==> src/rtl/regbank_ctrl.sv <==
// Command sequencer for the 4x8 register bank: READ -> EXEC -> WRITE per accepted command.
// Optional macro CTRL_SUB_EN enables the SUB opcode; otherwise SUB runs the sequence without writing.
module regbank_ctrl #(
  parameter int DW = 8,
  parameter int AW = 2
) (
  input  logic          clk,
  input  logic          rst,
  input  logic          cmd_valid,
  output logic          cmd_ready,
  input  logic [1:0]    cmd_op,
  input  logic [AW-1:0] cmd_dst,
  input  logic [AW-1:0] cmd_src0,
  input  logic [AW-1:0] cmd_src1,
  input  logic [DW-1:0] cmd_imm,
  output logic [AW-1:0] add_rd0,
  output logic [AW-1:0] add_rd1,
  input  logic [DW-1:0] rd0,
  input  logic [DW-1:0] rd1,
  output logic          wr_en,
  output logic [AW-1:0] add_wr,
  output logic [DW-1:0] wr_data,
  output logic [DW-1:0] result,
  output logic          flag_c,
  output logic          done
);

  typedef enum logic [1:0] {
    S_IDLE  = 2'd0,
    S_READ  = 2'd1,
    S_EXEC  = 2'd2,
    S_WRITE = 2'd3
  } state_t;

  localparam logic [1:0] OP_LDI = 2'b00;
  localparam logic [1:0] OP_ADD = 2'b01;
  localparam logic [1:0] OP_SUB = 2'b10;
  localparam logic [1:0] OP_MOV = 2'b11;

  state_t        state_q, state_d;
  logic [1:0]    op_q, op_d;
  logic [AW-1:0] dst_q, dst_d;
  logic [AW-1:0] src0_q, src0_d;
  logic [AW-1:0] src1_q, src1_d;
  logic [DW-1:0] imm_q, imm_d;
  logic [DW-1:0] opa_q, opa_d;
  logic [DW-1:0] opb_q, opb_d;
  logic [DW-1:0] result_q, result_d;
  logic          flag_q, flag_d;
  logic [DW:0]   sum_s;
  logic          write_ok_s;

  assign sum_s = {1'b0, opa_q} + {1'b0, opb_q};

`ifdef CTRL_SUB_EN
  logic [DW:0] diff_s;
  // The extra top bit of the widened difference is the borrow (opa < opb).
  assign diff_s     = {1'b0, opa_q} - {1'b0, opb_q};
  assign write_ok_s = 1'b1;
`else
  assign write_ok_s = (op_q != OP_SUB);
`endif

  // State and datapath registers; reset discards any in-flight command.
  always_ff @(posedge clk or posedge rst) begin
    if (rst) begin
      state_q  <= S_IDLE;
      op_q     <= 2'b00;
      dst_q    <= '0;
      src0_q   <= '0;
      src1_q   <= '0;
      imm_q    <= '0;
      opa_q    <= '0;
      opb_q    <= '0;
      result_q <= '0;
      flag_q   <= 1'b0;
    end else begin
      state_q  <= state_d;
      op_q     <= op_d;
      dst_q    <= dst_d;
      src0_q   <= src0_d;
      src1_q   <= src1_d;
      imm_q    <= imm_d;
      opa_q    <= opa_d;
      opb_q    <= opb_d;
      result_q <= result_d;
      flag_q   <= flag_d;
    end
  end

  // Next-state and datapath update for the four-cycle command sequence.
  always_comb begin
    state_d  = state_q;
    op_d     = op_q;
    dst_d    = dst_q;
    src0_d   = src0_q;
    src1_d   = src1_q;
    imm_d    = imm_q;
    opa_d    = opa_q;
    opb_d    = opb_q;
    result_d = result_q;
    flag_d   = flag_q;
    case (state_q)
      S_IDLE: begin
        if (cmd_valid) begin
          op_d    = cmd_op;
          dst_d   = cmd_dst;
          src0_d  = cmd_src0;
          src1_d  = cmd_src1;
          imm_d   = cmd_imm;
          state_d = S_READ;
        end else begin
          state_d = S_IDLE;
        end
      end
      S_READ: begin
        opa_d   = rd0;
        opb_d   = rd1;
        state_d = S_EXEC;
      end
      S_EXEC: begin
        case (op_q)
          OP_LDI: begin
            result_d = imm_q;
            flag_d   = 1'b0;
          end
          OP_ADD: begin
            result_d = sum_s[DW-1:0];
            flag_d   = sum_s[DW];
          end
          OP_SUB: begin
`ifdef CTRL_SUB_EN
            result_d = diff_s[DW-1:0];
            flag_d   = diff_s[DW];
`else
            result_d = result_q;
            flag_d   = flag_q;
`endif
          end
          OP_MOV: begin
            result_d = opa_q;
            flag_d   = 1'b0;
          end
          default: begin
            result_d = result_q;
            flag_d   = flag_q;
          end
        endcase
        state_d = S_WRITE;
      end
      S_WRITE: begin
        state_d = S_IDLE;
      end
      default: begin
        state_d = S_IDLE;
      end
    endcase
  end

  assign cmd_ready = (state_q == S_IDLE) && !rst;
  assign add_rd0   = src0_q;
  assign add_rd1   = src1_q;
  assign wr_en     = (state_q == S_WRITE) && write_ok_s;
  assign add_wr    = dst_q;
  assign wr_data   = result_q;
  assign result    = result_q;
  assign flag_c    = flag_q;
  assign done      = (state_q == S_WRITE);

endmodule

==> config.mk <==
export PLATFORM = sky130hd
export DESIGN_NAME = regbank_ctrl
export DESIGN_NICKNAME = d
export VERILOG_FILES = /design/src/rtl/regbank_ctrl.sv
export SDC_FILE = /design/constraint.sdc
export NUM_CORES = 1
export LEC_CHECK = 0
export ABC_AREA = 1
export CORE_AREA = 5 5 88 70
export CTS_CLUSTER_SIZE = 40
export DETAILED_ROUTE_END_ITERATION = 7
export DIE_AREA = 0 0 93 75
export GPL_TIMING_DRIVEN = 1
export PLACE_DENSITY = 0.74
export RECOVER_POWER = 50
export SYNTH_ARGS = -nofsm -noshare
export SYNTH_HDL_FRONTEND = slang
export SYNTH_SLANG_ARGS = --single-unit
==> constraint.sdc <==
create_clock -name clk -period 2.2 [get_ports clk]
set_input_delay 0.55 -clock clk [delete_from_list [all_inputs] [get_ports clk]]
set_output_delay 0.55 -clock clk [all_outputs]
set_load 0.03 [all_outputs]
=== After elaboration in Yosys (flattened, before gate mapping) ===
Cells that the tools add are included.

* Word-level logic and storage cells: 31
* Bits of input ports: 35
* Output and inout bits: 26
* Flip-flop bits (word level): 43

* Eq/ne operators: 7
* Add/sub/neg operators: 1
* Reductions and logical operators: 8
* Bitwise operators: 1
* Muxes and demuxes: 4

{| class="wikitable"
|+ Operators with widths
! cell !! number
|-
| case mux 8 bit (3 select lines) || 1
|-
| adder 8 x 8 -> 9 bit || 1
|-
| == test 2 bit, second input constant || 4
|-
| case mux 2 bit (4 select lines) || 1
|-
| == test 2 x 1 -> 1 bit, second input constant || 2
|-
| zero test 2 bit || 2
|-
| AND reduction 2 bit || 2
|-
| logical AND 1 bit || 2
|-
| != test 2 bit, second input constant || 1
|-
| case mux 1 bit (2 select lines) || 1
|-
| OR reduction 2 bit || 1
|-
| zero test 1 bit || 1
|-
| 2-to-1 mux 1 bit || 1
|-
| inverter 1 bit || 1
|}

=== Depth between registers and ports, before layout ===
Gate-level depths: netlist (run 1).

* Depth in word-level cells: 3
* Depth in mapped cells: 11
* Depth with buffers taken out: 11

=== Worst setup path before layout (run 1) ===
Ideal clock, no wire load.

* Path kind: register to output
* Start: register state_q[0]
* End: output wr_en
* Data required time: 1650 ps
* Arrival: 1175 ps
* Stages on the path, launching flop included: 4
* Path slack: 475 ps
* Path buffers: 0
* Path through: dfrtp_1 > ha_1 > inv_1 > nor2_1

* Cells in the longest elaborated chain, start to end: 2

{| class="wikitable"
|+ RTL lines
! element !! line !! source
|-
| from (decl) || 40 || <nowiki>state_t state_q, state_d;</nowiki>
|-
| from (signal assigned) || 78 || <nowiki>state_q <= state_d;</nowiki>
|-
| == test 2 bit || -- ||
|-
| net done || 25 || <nowiki>output logic done</nowiki>
|-
| logical AND 1 bit || 163 || <nowiki>assign wr_en = (state_q == S_WRITE) && write_ok_s;</nowiki>
|-
| to (decl) || 20 || <nowiki>output logic wr_en,</nowiki>
|}

The timed path passes the listed nets, and every way through them passes these cells.

=== Worst setup path in the final report (run 1) ===
* Start: register state_q[0]
* End: output done

* Cells in the longest elaborated chain, start to end: 1

{| class="wikitable"
|+ RTL lines
! element !! line !! source
|-
| == test 2 bit || 168 || <nowiki>assign done = (state_q == S_WRITE);</nowiki>
|-
| to (decl) || 25 ||
|}

No other way between the ends.

==> summary.txt, run 1 <==
Timing
  • Final Skew: 6.73 ps
  • Final setup vio count: 0
  • Worst slew margin: 29.5%
  • Setup_tns: 0 ps
  • Top achievable clock speed: 0.481 GHz
  • RSZ-0062 raised after global routing: false
  • Final Hold Viols: 0
  • Pins Over Slew Limit: 0
  • Worst slew pin tran: 1060 ps
  • Final min period: 2080 ps
  • Final Worst Setup Slack: 119 ps
  • Final period utilization: 94.6%

Status
  • Outcome: finished clean

GRT
  • Antenna violations before repair: 0
  • Largest net degree at the start of global routing: 44
  • First-pass GRT wire length: 7.59 mm
  • Total GRT Usage: 14.0%
  • Vias in the first global route: 1629
  • GRT Residual Overflow: 0

Yosys
  • Top cell type's share of synthesized area: 47.8%
  • Syn Area/Cell: 10.4 um2
  • Cell variety after synth: 28
  • Sequential share of the synthesized area: 47.8%
  • Post-synthesis register bit count: 43
  • Synthesized Nets: 269
  • Mapped Cells: 217
  • Fraction of registers with async set/reset: 100%
  • Cell Area, Synth: 2250 um2
  • Ranking of synthesized cells by area: dfrtp_1, mux2_2, ha_1
  • YS warnings: 0
  • Post-synth EDFFs: 0
  • Synth Flop Type: dfrtp_1
  • Synth area leader: dfrtp_1

Critical path
  • Worst Path Arrival: 1530 ps
  • Crit path buffers/inverters: 1
  • Crit Path Class: flip-flop to output pin
  • Startpoint types: flip-flop
  • Required @ worst endpoint: 1650 ps
  • Crit path max fanout: 3
  • Crit path cell chain: ha_1, clkdlybuf4s50_1
  • CP peak stage delay: 680 ps
  • Max stage delay cell, worst path: clkdlybuf4s50_1
  • Crit-path leading delay family: buffers and inverters
  • Setup crit end kind: output pin

Clock network
  • Max Buffers Root-to-Sink: 2
  • Clk_lat worst skew: 300 ps
  • Total of cells resized after clock tree synthesis: 1
  • Hold_buf cts: 0
  • Num CTS Buffers: 5
  • Reg clk slew, reported paths: 80 ps
  • CTS tree: done
  • H-tree depth: 2
  • Clock root buffer: clkbuf_8
  • Post-CTS setup buffers: 0
  • CTS sink cnt: 43

Route
  • Detailed-route via count: 1694
  • DRT Pass-1 Iters: 4
  • Routed wire per std cell: 14.2 um
  • DR vias/cell: 5.04
  • Drt total wl: 4.78 mm
  • Iter 0 DRT Violations: 42
  • Post-DRT Antenna Nets: 0
  • DRC viols: 0

Placement
  • Dpl ws: 167 ps
  • RePlAce Congestion: 0.762
  • Hpwl dp: 3.68 mm
  • I/O Buffers: 60

Floorplan
  • Die area: 6980 um2
  • X dimension of the die: 93 um
  • FP Rows: 23
  • Initial Util: 43.5%
  • Die H: 75 um
  • Core Region: 5180 um2
  • IO Pins: 61

Layout
  • Final nets: 325
  • Number of diodes: 0
  • Layout area overhead: 30.3%
  • Final core occ: 56.6%
  • Layout cells sized above 1: 16.4%

Power
  • Peak VDD IR: 758 uV
  • Pwr dens: 1670 nW/um2
  • Leak: 1.32 nW

Run
  • Max Cap Viol: 0

Min path
  • Hold WC Path Type: flip-flop to flip-flop
[cells in the mapped netlist, types with 2 or more instances]
library cell	count
buf_2	4
nor2_1	15
a221oi_1	6
nand4_1	2
nand3_1	10
mux2_2	28
a21oi_1	11
a31oi_1	2
inv_1	23
o21ai_0	3
nand2_1	31
ha_1	16
buf_4	9
dfrtp_1	43
[final timing paths]
path / from / endpoint / slack (ps) / depth (start not counted)
worst min-delay path: imm_q[6] / imm_q[6] / 510 / 1
min in group asynchronous: rst / state_q[1] / 1050 / 3
worst max register to register: state_q[1] / opa_q[0] / 280 / 4
worst min register to register: imm_q[6] / imm_q[6] / 510 / 1
worst max-delay path: state_q[0] / done / 120 / 2
max in group asynchronous: rst / imm_q[4] / 510 / 3
[sequential cells by signal, indices dropped and copies added (netlist names)]
signal,cells
opa_q,8
add_wr,2
result,8
state_q,2
add_rd1,2
imm_q,8
add_rd0,2
op_q,2
opb_q,8
flag_c,1
[cells by family (layout without fill, tap and decap cells)]
| family | Yosys count | in the layout | share of synthesized area [%] |
|---|---|---|---|
| compound gates | 25 | 25 | 7.06 |
| fa+ha+maj | 17 | 17 | 9.78 |
| buf+inv | 37 | 94 | 7.89 |
| flops | 43 | 43 | 47.8 |
| mux | 28 | 28 | 14.0 |
| simple gates | 67 | 67 | 13.5 |
[layout by cell type, fill, tap and decap left out, types with 2 or more instances in the layout]
cell type | netlist | final
clkdlybuf4s50_1 | 0 | 57
dfrtp_1 | 43 | 43
nand2_1 | 31 | 32
mux2_2 | 28 | 28
inv_1 | 23 | 22
ha_1 | 16 | 16
nor2_1 | 15 | 15
a21oi_1 | 11 | 11
nand3_1 | 10 | 10
a221oi_1 | 6 | 6
clkbuf_8 | 0 | 5
o21ai_0 | 3 | 3
a31oi_1 | 2 | 2
nand4_1 | 2 | 2
clkinvlp_4 | 0 | 2
[layer usage]
| metal | vias to the layer above | share of wire [%] | track usage [%] |
|---|---|---|---|
| met5 | - | 0 | 0 |
| met4 | 0 | 1.1 | 3.90 |
| met3 | 7 | 7.2 | 4.80 |
| met2 | 51 | 45 | 22.0 |
| met1 | 807 | 46 | 18.8 |
| li1 | 829 | - | - |
[power by group]
| part | switching (mW) | internal, mW |
|---|---|---|
| logic | 1.62 | 1.29 |
| registers | 0.279 | 1.20 |
| clock network | 0.284 | 0.221 |
| total | 2.18 | 2.71 |
[area by class of cell]
cell class | count | area [um2]
tap | 62 | 77.6
inverter | 24 | 90.1
sequential | 43 | 1080
fill | 458 | 2250
timing repair buffer | 62 | 606
clock buffer | 5 | 68.8
multi-input combinational | 137 | 996
clock inverter | 3 | 20.0
[through the flow]
stage               hold WS [ps]  cells  area (um2)  power, mW
floorplan                    480    217        2250       3.62
global placement             488    328        2870       4.36
detailed placement           496    328        2870       4.46
CTS                          513    336        2960       4.97
global route                 530    336        2930       5.31
finish                       515    336        2930       4.89
No activity file was read; power rests on OpenSTA's default activity.
==> run 2: changes to the inputs <==
--- a/config.mk
+++ b/config.mk
@@ -6,12 +6,12 @@
 export NUM_CORES = 1
 export LEC_CHECK = 0
 export ABC_AREA = 1
-export CORE_AREA = 5 5 88 70
+export CORE_AREA = 5 5 94 74
 export CTS_CLUSTER_SIZE = 40
 export DETAILED_ROUTE_END_ITERATION = 7
-export DIE_AREA = 0 0 93 75
+export DIE_AREA = 0 0 99 79
 export GPL_TIMING_DRIVEN = 1
-export PLACE_DENSITY = 0.74
+export PLACE_DENSITY = 0.66
 export RECOVER_POWER = 50
 export SYNTH_ARGS = -nofsm -noshare
 export SYNTH_HDL_FRONTEND = slang
==> summary.txt, run 2 (synthesis results as in run 1) <==
Timing
  • Final min period: 2100 ps
  • Worst slew pin tran: 1060 ps
  • Final Hold Viols: 0
  • Final setup vio count: 0
  • Top achievable clock speed: 0.476 GHz
  • RSZ-0062 raised after global routing: false
  • Final Worst Setup Slack: 101 ps
  • Pins Over Slew Limit: 0
  • Final Skew: 4.48 ps
  • Setup_tns: 0 ps
  • Final period utilization: 95.4%
  • Worst slew margin: 29.1%

Critical path
  • Crit path max fanout: 3
  • Startpoint types: flip-flop
  • Max stage delay cell, worst path: clkdlybuf4s50_1
  • Reg2Reg Depth: 4
  • Crit Path Class: flip-flop to output pin
  • Crit-path leading delay family: buffers and inverters
  • Worst Path Arrival: 1550 ps
  • RR Endpoint: opa_q[0]
  • Setup crit end kind: output pin
  • Crit path buffers/inverters: 1
  • CP peak stage delay: 690 ps
  • Crit path cell chain: ha_1, clkdlybuf4s50_1
  • Flop2flop setup slack: 270 ps
  • RR Startpoint: state_q[1]
  • Required @ worst endpoint: 1650 ps

Layout
  • Final nets: 325
  • Seq. cell area: 1080 um2
  • Number of diodes: 0
  • Multi-input gate area: 998 um2
  • Layout area overhead: 31.2%
  • Layout fillers: 577
  • Layout cells sized above 1: 16.8%
  • Non-Filler Instances: 355
  • Most frequent cells in the layout: clkdlybuf4s50_1, dfrtp_1, nand2_1
  • Commonest non-fill, non-tap cell in the layout: clkdlybuf4s50_1

Min path
  • Hold Path Stages: 2
  • Hold path start: flag_c
  • Hold WC Path Type: flip-flop to flip-flop
  • Hold Path End: flag_c

Floorplan
  • IO Pins: 61
  • Die H: 79 um
  • Initial Util: 37.3%
  • Core Region: 6040 um2
  • FP Rows: 25
  • X dimension of the die: 99 um
  • Die area: 7820 um2

GRT
  • Vias in the first global route: 1688
  • Total GRT Usage: 13.1%
  • Antenna violations before repair: 0
  • GRT Residual Overflow: 0
  • First-pass GRT wire length: 8.23 mm
  • Largest net degree at the start of global routing: 44

Route
  • DR vias/cell: 4.74
  • Post-DRT Antenna Nets: 0
  • DRC viols: 0
  • Iter 0 DRT Violations: 104
  • Detailed-route via count: 1681
  • DRT Pass-1 Iters: 4
  • Routed wire per std cell: 13.6 um
  • Drt total wl: 4.82 mm

Placement
  • Dpl ws: 184 ps
  • RePlAce Congestion: 0.817
  • Placed Cells: 347
  • I/O Buffers: 60
  • Hpwl dp: 3.68 mm

Clock network
  • Reg clk slew, reported paths: 80 ps
  • CTS sink cnt: 43
  • Clk_lat worst skew: 290 ps
  • Max Buffers Root-to-Sink: 2
  • Clock root buffer: clkbuf_8
  • CTS tree: done
  • Hold_buf cts: 0
  • Num CTS Buffers: 5
  • H-tree depth: 2

Power
  • Reg power frac: 30.3%
  • Int Pwr: 2.71 mW
  • Pwr dens: 1650 nW/um2
  • Sw Share: 44.5%
  • Peak VDD IR: 642 uV
  • Clk pwr share: 9.9%
  • Switching power total: 2.18 mW
  • Leak: 1.33 nW
  • Combinational share of power: 59.7%

Status
  • Outcome: finished clean

Run
  • Max Cap Viol: 0
==> run 2: cell count changes in the layout (fill, tap and decap cells not counted) <==
cell / change
nand2_1: -1
clkinv_2: +2
clkinvlp_4: -2
nand2_2: +1
==> run 2: layout make-up <==
type | count | share of cell area (%)
clock buffers | 5 | 2.33
repair buffers | 62 | 20.5
inverters | 24 | 3.05
clock inverters | 3 | 0.508
multi-input cells | 137 | 33.8
flip-flops and latches | 43 | 36.4
well taps | 81 | 3.43
==> run 2: worst max path at each step <==
stage                    start  endpoint  slack, ps  cells after the start
CTS                 state_q[0]      done         80                      2
floorplan           state_q[0]     wr_en        470                      3
finish              state_q[0]      done        100                      2
global route        state_q[0]      done         20                      2
detailed placement     op_q[0]     wr_en        180                      4
global placement       op_q[0]     wr_en        180                      4
==> run 2: per-layer routing <==
metal | track usage, % | part of all wire, % | up-vias
li1 | - | - | 829
met2 | 19.2 | 43 | 59
met1 | 18.7 | 48 | 786
met4 | 3.68 | 1.4 | 0
met3 | 3.95 | 7.8 | 7
met5 | 0 | 0 | -
==> run 2: tightest hold or removal path: stages (launching register included) <==
cell and delay, ps:
dfrtp_1 350, nand2_1 50, nand2_1 60
==> run 2: power by group through the flow <==
| stage | sequential, mW | combinational, mW | clock [mW] |
|---|---|---|---|
| final | 1.48 | 2.92 | 0.486 |
| after global routing | 1.54 | 3.24 | 0.531 |
| after CTS | 1.49 | 2.95 | 0.510 |
| after detailed placement | 1.51 | 2.94 | 0 |
| after global placement | 1.49 | 2.89 | 0 |
| after floorplan | 1.69 | 1.93 | 0 |
==> run 2: timing repair <==
| action | 4_1_cts | 5_1_grt |
|---|---|---|
| buffers inserted | 0 | 0 |
| gates resized for setup | 1 | 0 |
| setup endpoints to repair | 1 | 0 |
==> run 2: per-stage QoR <==
stage	utilization [%]	cell area (um2)	hold WS [ps]	power, mW
5_1_grt	49.0	2960	531	5.32
6_report	49.0	2960	490	4.89
4_1_cts	49.3	2970	498	4.95
3_3_place_gp	47.9	2890	488	4.38
3_5_place_dp	47.9	2890	465	4.44
2_1_floorplan	-	2250	480	3.62
==> run 3: changes to the inputs <==
--- a/config.mk
+++ b/config.mk
@@ -5,13 +5,12 @@
 export SDC_FILE = /design/constraint.sdc
 export NUM_CORES = 1
 export LEC_CHECK = 0
-export ABC_AREA = 1
-export CORE_AREA = 5 5 94 74
+export CORE_AREA = 5 5 95 75
+export CTS_CLUSTER_DIAMETER = 150
 export CTS_CLUSTER_SIZE = 40
 export DETAILED_ROUTE_END_ITERATION = 7
-export DIE_AREA = 0 0 99 79
+export DIE_AREA = 0 0 100 80
 export GPL_TIMING_DRIVEN = 1
-export PLACE_DENSITY = 0.66
 export RECOVER_POWER = 50
 export SYNTH_ARGS = -nofsm -noshare
 export SYNTH_HDL_FRONTEND = slang
==> summary.txt, run 3 <==
Yosys
  • Count leader, synth: dfrtp_1
  • Ranking of synthesized cells by area: dfrtp_1, mux2_2, ha_1
  • Top cell type's share of synthesized area: 47.2%
  • Post-synth EDFFs: 0
  • Post-Synth XOR/XNOR Area: 0.384%
  • Sequential share of the synthesized area: 47.2%
  • Synth top cells by count: dfrtp_1, mux2_2, ha_1, buf_4, nand2_1
  • Synth Area in Simple Gates: 9.05%
  • YS warnings: 0
  • Synth area leader: dfrtp_1
  • Largest family of logic cells by synthesized area: multiplexers
  • Cell Area, Synth: 2280 um2
  • Syn Area/Cell: 11.9 um2
  • Cell variety after synth: 41
  • Fraction of registers with async set/reset: 100%
  • Synthesized Nets: 244
  • Post-Synth Adder-Cell Area: 9.65%
  • Post-synthesis mux area share: 16.2%
  • Post-synthesis register bit count: 43
  • Mapped Cells: 192
  • Compound-cell area share of the yosys netlist: 11.6%
  • Synth Flop Type: dfrtp_1

Placement
  • Dpl ws: 206 ps
  • Area after DPL: 2940 um2
  • Hpwl dp: 3.74 mm
  • I/O Buffers: 60
  • RePlAce Congestion: 0.758

Floorplan
  • IO Pins: 61
  • Initial Util: 37.4%
  • FP Rows: 25
  • Die H: 80 um
  • Core Region: 6100 um2
  • Die area: 8000 um2
  • X dimension of the die: 100 um

Critical path
  • RR Startpoint: opa_q[1]
  • Reg2Reg Depth: 6
  • CP startpoint: state_q[0]
  • Required @ worst endpoint: 1650 ps
  • Startpoint types: flip-flop
  • Setup crit end kind: output pin
  • CP endpoint: done
  • Crit path max fanout: 3
  • Crit Path Class: flip-flop to output pin
  • Flop2flop setup slack: 280 ps
  • RR Endpoint: result[7]
  • Worst Path Arrival: 1540 ps

Layout
  • Layout cells sized above 1: 20.3%
  • Final nets: 302
  • Final instance area: 3050 um2
  • Commonest non-fill, non-tap cell in the layout: clkdlybuf4s50_1
  • Number of diodes: 0
  • Most frequent cells in the layout: clkdlybuf4s50_1, dfrtp_1, mux2_2
  • Layout area overhead: 33.8%

Min path
  • Hold path start: add_rd1[1]
  • Hold WC Path Type: flip-flop to flip-flop

Power
  • Pwr dens: 1700 nW/um2
  • Total power: 5.20 mW
  • Leak: 1.29 nW
  • Peak VDD IR: 677 uV

GRT
  • Grt met2 use: 20.8%
  • Grt met1 use: 17.1%
  • Antenna violations before repair: 0
  • Largest net degree at the start of global routing: 44
  • Busiest grt layer: met2
  • M3 GR Usage: 4.45%
  • First-pass GRT wire length: 8.27 mm
  • GRT Residual Overflow: 0
  • Vias in the first global route: 1734
  • Total GRT Usage: 13.2%

Route
  • DRC viols: 0
  • Routed wire per std cell: 14.8 um
  • DR vias/cell: 5.02
  • Drt total wl: 4.90 mm
  • Post-DRT Antenna Nets: 0
  • Iter 0 DRT Violations: 59
  • DRT Pass-1 Iters: 4
  • Detailed-route via count: 1665

Timing
  • Final Worst Setup Slack: 111 ps
  • Final min period: 2090 ps
  • Hold_ws: 509 ps
  • Worst slew pin tran: 1070 ps
  • Final Skew: 3.54 ps
  • Final period utilization: 94.9%
  • Top achievable clock speed: 0.479 GHz
  • Setup_tns: 0 ps
  • Worst slew margin: 28.9%
  • Pins Over Slew Limit: 0
  • Final Hold Viols: 0
  • Final setup vio count: 0
  • RSZ-0062 raised after global routing: false

Clock network
  • Num CTS Buffers: 5
  • H-tree depth: 2
  • Reg clk slew, reported paths: 80 ps
  • Hold_buf cts: 0
  • Clk_lat worst skew: 300 ps
  • CTS tree: done
  • CTS sink cnt: 43
  • Clock root buffer: clkbuf_8
  • Max Buffers Root-to-Sink: 2

Run
  • Max Cap Viol: 0

Status
  • Outcome: finished clean
## run 3: final cells by class
| cell class | count | area (um2) |
|---|---|---|
| flip-flops and latches | 43 | 1080 |
| inverters | 9 | 33.8 |
| clock buffers | 5 | 68.8 |
| fillers | 577 | 3050 |
| well taps | 81 | 101 |
| multi-input cells | 125 | 1070 |
| clock inverters | 3 | 67.6 |
| repair buffers | 66 | 636 |
## run 3: cell families (layout without fill, tap and decap cells)
| group | count (synthesis) | count (layout) |
|---|---|---|
| multiplexers | 33 | 33 |
| AND/OR/NAND/NOR | 38 | 38 |
| AO/OA/AOI/OAI | 36 | 36 |
| adder cells (fa/ha/maj) | 17 | 17 |
| flip-flops | 43 | 43 |
| XOR/XNOR | 1 | 1 |
| buffers and inverters | 24 | 83 |
## run 3: where the power goes
| part | leakage (nW) | total [mW] | switching [mW] | internal [mW] |
|---|---|---|---|---|
| clock network | 0.0644 | 0.735 | 0.283 | 0.453 |
| registers | 0.509 | 1.49 | 0.289 | 1.20 |
| logic | 0.714 | 2.98 | 1.57 | 1.41 |
## run 3: critical path, cell delays in order, from the launching register on
cell	delay, ps
dfrtp_1	390
ha_1	180
clkdlybuf4s50_1	670
## run 3: how the worst min path moves through the flow
stage	end	slack, ps	depth (start not counted)
floorplan	imm_q[0]	480	1
detailed placement	imm_q[6]	490	1
global placement	add_rd0[1]	490	1
CTS	add_rd1[1]	510	1
finish	add_rd1[1]	510	1
global route	add_rd1[1]	520	1
## run 3: routing by layer
layer,vias to the layer above,share of wire [%]
met2,47,45
met4,0,1.4
met3,7,6.2
met5,-,0
li1,793,-
met1,818,47
## run 3: what timing repair did
| item | in CTS | in global routing |
|---|---|---|
| setup buffers | 0 | 0 |
| gates resized for setup | 1 | 0 |
| endpoints found under the hold margin | 0 | 0 |
| endpoints found under the setup margin | 1 | 0 |
## run 3: per-stage QoR
stage	utilization (%)	instances
2_1_floorplan	-	192
3_3_place_gp	48.1	324
3_5_place_dp	48.1	324
4_1_cts	50.4	332
5_1_grt	50.1	332
6_report	50.1	332
